===== src/rtl/ccr_branch_unit.sv =====
// Condition code register and conditional-branch sequencer.
// Captures the ALU's NZVC flags into the CCR and resolves conditional branches
// against them. A taken branch fetches its target operand and loads the PC. A
// not-taken branch skips the operand byte.
// Optional build macro CCR_FWD_EN: when CCR_Load and Br_Start coincide in IDLE,
// the condition is evaluated on NZVC_In instead of the registered CCR.
module ccr_branch_unit #(
  parameter int TIMEOUT = 15
) (
  input  logic       clock,
  input  logic       reset,
  input  logic [3:0] NZVC_In,
  input  logic       CCR_Load,
  input  logic       Br_Start,
  input  logic [2:0] Br_Cond,
  input  logic [7:0] Target_In,
  input  logic       Target_Valid,
  output logic [3:0] CCR_Out,
  output logic       Target_Req,
  output logic [7:0] Target_Out,
  output logic       PC_Load,
  output logic       PC_Inc,
  output logic       Br_Done,
  output logic       Br_Taken,
  output logic       Br_Err
);

  // The counter needs at least one bit, even when the timeout is disabled.
  localparam int CntW = (TIMEOUT > 0) ? (($clog2(TIMEOUT + 1) > 0) ? $clog2(TIMEOUT + 1) : 1) : 1;
  localparam logic [CntW-1:0] CntMax = (TIMEOUT > 0) ? CntW'(TIMEOUT - 1) : '0;

  typedef enum logic [2:0] {
    StIdle = 3'd0,
    StReq  = 3'd1,
    StLoad = 3'd2,
    StSkip = 3'd3,
    StDone = 3'd4,
    StErr  = 3'd5
  } state_e;

  state_e          state_q, state_d;
  logic [3:0]      ccr_q, ccr_d;
  logic [7:0]      target_q, target_d;
  logic [CntW-1:0] cnt_q, cnt_d;
  logic            taken_q, taken_d;
  logic [3:0]      eval_flags;

  // Returns 1 when the flags satisfy condition code c.
  function automatic logic cond_met(input logic [2:0] c, input logic [3:0] f);
    logic r;
    case (c)
      3'b000:  r = 1'b1;
      3'b001:  r = f[3];
      3'b010:  r = ~f[3];
      3'b011:  r = f[2];
      3'b100:  r = ~f[2];
      3'b101:  r = f[1];
      3'b110:  r = ~f[1];
      default: r = f[0];
    endcase
    return r;
  endfunction

  // Select the flags that the branch condition is tested against.
`ifdef CCR_FWD_EN
  always_comb begin
    eval_flags = ccr_q;
    if (CCR_Load) eval_flags = NZVC_In;
  end
`else
  always_comb begin
    eval_flags = ccr_q;
  end
`endif

  // Next-state logic for the CCR, the FSM, the target register and the timeout counter.
  always_comb begin
    state_d  = state_q;
    ccr_d    = ccr_q;
    target_d = target_q;
    cnt_d    = cnt_q;
    taken_d  = taken_q;

    if (CCR_Load) ccr_d = NZVC_In;

    case (state_q)
      StIdle: begin
        if (Br_Start) begin
          taken_d = cond_met(Br_Cond, eval_flags);
          cnt_d   = '0;
          state_d = taken_d ? StReq : StSkip;
        end
      end
      StReq: begin
        if (Target_Valid) begin
          target_d = Target_In;
          state_d  = StLoad;
        end else if ((TIMEOUT > 0) && (cnt_q == CntMax)) begin
          state_d = StErr;
        end else begin
          cnt_d = cnt_q + 1'b1;
        end
      end
      StLoad:  state_d = StDone;
      StSkip:  state_d = StDone;
      StDone:  state_d = StIdle;
      StErr:   state_d = StIdle;
      default: state_d = StIdle;
    endcase
  end

  // State registers with synchronous reset.
  always_ff @(posedge clock) begin
    if (reset) begin
      state_q  <= StIdle;
      ccr_q    <= 4'b0000;
      target_q <= 8'h00;
      cnt_q    <= '0;
      taken_q  <= 1'b0;
    end else begin
      state_q  <= state_d;
      ccr_q    <= ccr_d;
      target_q <= target_d;
      cnt_q    <= cnt_d;
      taken_q  <= taken_d;
    end
  end

  // Moore outputs decoded from the state register.
  always_comb begin
    CCR_Out    = ccr_q;
    Target_Out = target_q;
    Target_Req = (state_q == StReq);
    PC_Load    = (state_q == StLoad);
    PC_Inc     = (state_q == StSkip);
    Br_Done    = (state_q == StDone) || (state_q == StErr);
    Br_Taken   = (state_q == StDone) && taken_q;
    Br_Err     = (state_q == StErr);
  end

endmodule

===== config.mk =====
export PLATFORM = sky130hd
export DESIGN_NAME = ccr_branch_unit
export DESIGN_NICKNAME = d
export VERILOG_FILES = /design/src/rtl/ccr_branch_unit.sv
export SDC_FILE = /design/constraint.sdc
export NUM_CORES = 1
export LEC_CHECK = 0
export ABC_AREA = 1
export BUFFER_PORTS_ARGS = -buffer_cell sky130_fd_sc_hd__buf_2
export CAP_MARGIN = 40
export CORE_AREA = 2 2 47 49
export CTS_CLUSTER_DIAMETER = 50
export DETAILED_ROUTE_END_ITERATION = 6
export DIE_AREA = 0 0 49 51
export PLACE_DENSITY = 0.81
export SLEW_MARGIN = 20
export SYNTH_ARGS = -nofsm -noshare
export SYNTH_HDL_FRONTEND = slang
export SYNTH_SLANG_ARGS = --single-unit
export TNS_END_PERCENT = 100

===== constraint.sdc =====
create_clock -name clock -period 2.65 [get_ports clock]
set_clock_uncertainty 0.05 [all_clocks]
set_input_delay 0.6625 -clock clock [delete_from_list [all_inputs] [get_ports clock]]
set_output_delay 0.6625 -clock clock [all_outputs]
set_load 0.1 [all_outputs]

==> flow_summary.yaml <==
grt:
  grt_max_degree: 16
  grt_pass1_wl_mm: 3.59
  grt_overflow: 0
  antenna_found_initial: 0
  first_global_vias: 889
  grt_use_total_pct: 18.2
die:
  die_w_microns: 49
  pin_count: 38
  core_area_sq_um: 2060
  initial_core_util_pct: 47.7
  fp.dieArea_sq_um: 2500
  chipHeight_microns: 51
  row_count: 17
status:
  status: "completed"
drt:
  drtAntennaViolNets: 0
  firstDrtPassIters: 4
  drtIter0Drc: 23
  via_per_inst: 4.94
  drcViolationCount: 0
  routed_wl_mm: 2.10
  wl_per_cell_microns: 10.4
  vias: 997
timing:
  fmax_mhz: 442
  rsz0062_at_grt: "no"
  hold_viol_final: 0
  relSlewSlack_pct: 67.7
  setup_viol: 0
  min_period_ps: 2260
  worst_slew_pin_slew_ps: 488
  worst_hold_slack_ps: 416
  maxSlewViolCount: 0
  fin_crit_sh_pct: 85.4
synth:
  ys_seq_area_share_pct: 40.7
  synth_warnings: 0
  syn_nets: 157
  ys_seq_elements: 20
  synth_area_sq_um: 985
  netlist_instances: 135
  ys_types: 22
  syn_area_per_cell_sq_um: 7.29
clock_network:
  cts_buffers: 3
  cts_resized: 0
  post_cts_buffers: 0
  cts_tree: "done"
  clockBufferDepth: 2
  cts.sinks: 20
  clk_pin_slew_ps: 110
  cts_hold_buf: 0
  clk_latency_ps: 290
  cts-root-buf: "clkbuf_4"
  htreeDepth: 1
min_path:
  hold_path.class: "reg -> reg"
power_and_ir_drop:
  p_leak_uw: 0.000610
  ir_worst_vdd_uv: 350
  powerDensity_nw_per_um2: 632
worst_setup_path:
  crit_path_end_kind: "output pin"
  worstSetupPathType: "reg -> out"
  start_kind: "flop"
  cp_max_fo: 10
  cp.required_ps: 1940
  crit_arrival_ps: 1550
cells_and_area:
  syn2layout_area_growth_pct: 27.1
  drive_gt1_share_pct: 31.6
  diodes: 0
  final_cell_mix: "37 x buf_2, 28 x nand2_1, 20 x dfxtp_1, 17 x nand3_1, 16 x inv_1"
  finalInstanceArea_sq_um: 1250
  final_common_cell: "buf_2"
  nets: 197
job:
  cap_violations: 0
placement:
  dp_hpwl_mm: 1.73
  place.gp.congestion: 0.879
  dpl-instance-area_sq_um: 1210
  io_buffers: 37
## synth_stat cells, drive strengths merged
library cell	count	area share, %
ha	2	2.5
nor4	1	0.64
xnor2	1	0.89
xor2	1	0.89
nand3	17	8.6
nand2	30	14
buf	1	0.76
inv	18	7.4
dfxtp	20	41
nor2	14	5.6
a21oi	16	9.3
o21ai	8	4.1
nor3	3	1.5
or2	1	0.89
clkbuf	1	0.38
nand3b	1	2.0
## sequential cells by signal, indices dropped and copies added, names as in the netlist
name	cells
taken_q	1
state_q	3
CCR_Out	4
cnt_q	4
Target_Out	8
## stage by stage
| stage | std cells | setup TNS (ps) | total power [uW] | setup slack [ps] | utilization, % |
|---|---|---|---|---|---|
| floorplan | 135 | -197 | 571 | -197 | - |
| detailed placement | 198 | 0 | 625 | 705 | 58.9 |
| global placement | 198 | 0 | 617 | 763 | 58.9 |
| CTS | 202 | 0 | 800 | 357 | 60.6 |
| global route | 202 | 0 | 836 | 293 | 60.6 |
| finish | 202 | 0 | 791 | 387 | 60.6 |
## cells by family after synthesis
family	share of synthesized area (%)
fa+ha+maj	2.54
simple gates	33.2
flops	40.7
buf+inv	8.51
xor+xnor	1.78
compound gates	13.3
## worst max-delay path, cell delays in order (launching register included)
cell and delay, ps:
dfxtp_1 380, nor2_2 220, nand2_4 110, inv_6 120, buf_2 430
## final timing paths
path,startpoint,depth (start not counted),endpoint,slack [ps]
worst max-delay path,state_q[2],4,Target_Req,390
worst min-delay path,Target_Out[3],2,Target_Out[3],420
worst max register to register,cnt_q[0],9,cnt_q[0],1260
worst min register to register,Target_Out[3],2,Target_Out[3],420
## power breakdown
part           switching (uW)  leakage (uW)  internal (uW)
sequential               20.0      0.000164            322
combinational             210      0.000425           64.0
clock                    90.1     0.0000210           83.7
## final cells by class
type	count	area, sq um
fill	195	812
multi-input combinational	95	522
sequential	20	400
timing repair buffer	37	185
inverter	18	72.6
clock buffer	4	36.3
tap	28	35.0
## routing by layer
layer  vias up  wire [microns]  part of all wire (%)  GRT usage (%)
li1        515               -                     -              -
met1       468             927                    44           19.8
met2        12            1110                    53           34.5
met3         2              51                   2.4           3.51
met4         0              16                  0.76           7.62
met5         -               0                     0              0
No activity file was read; power rests on OpenSTA's default activity.
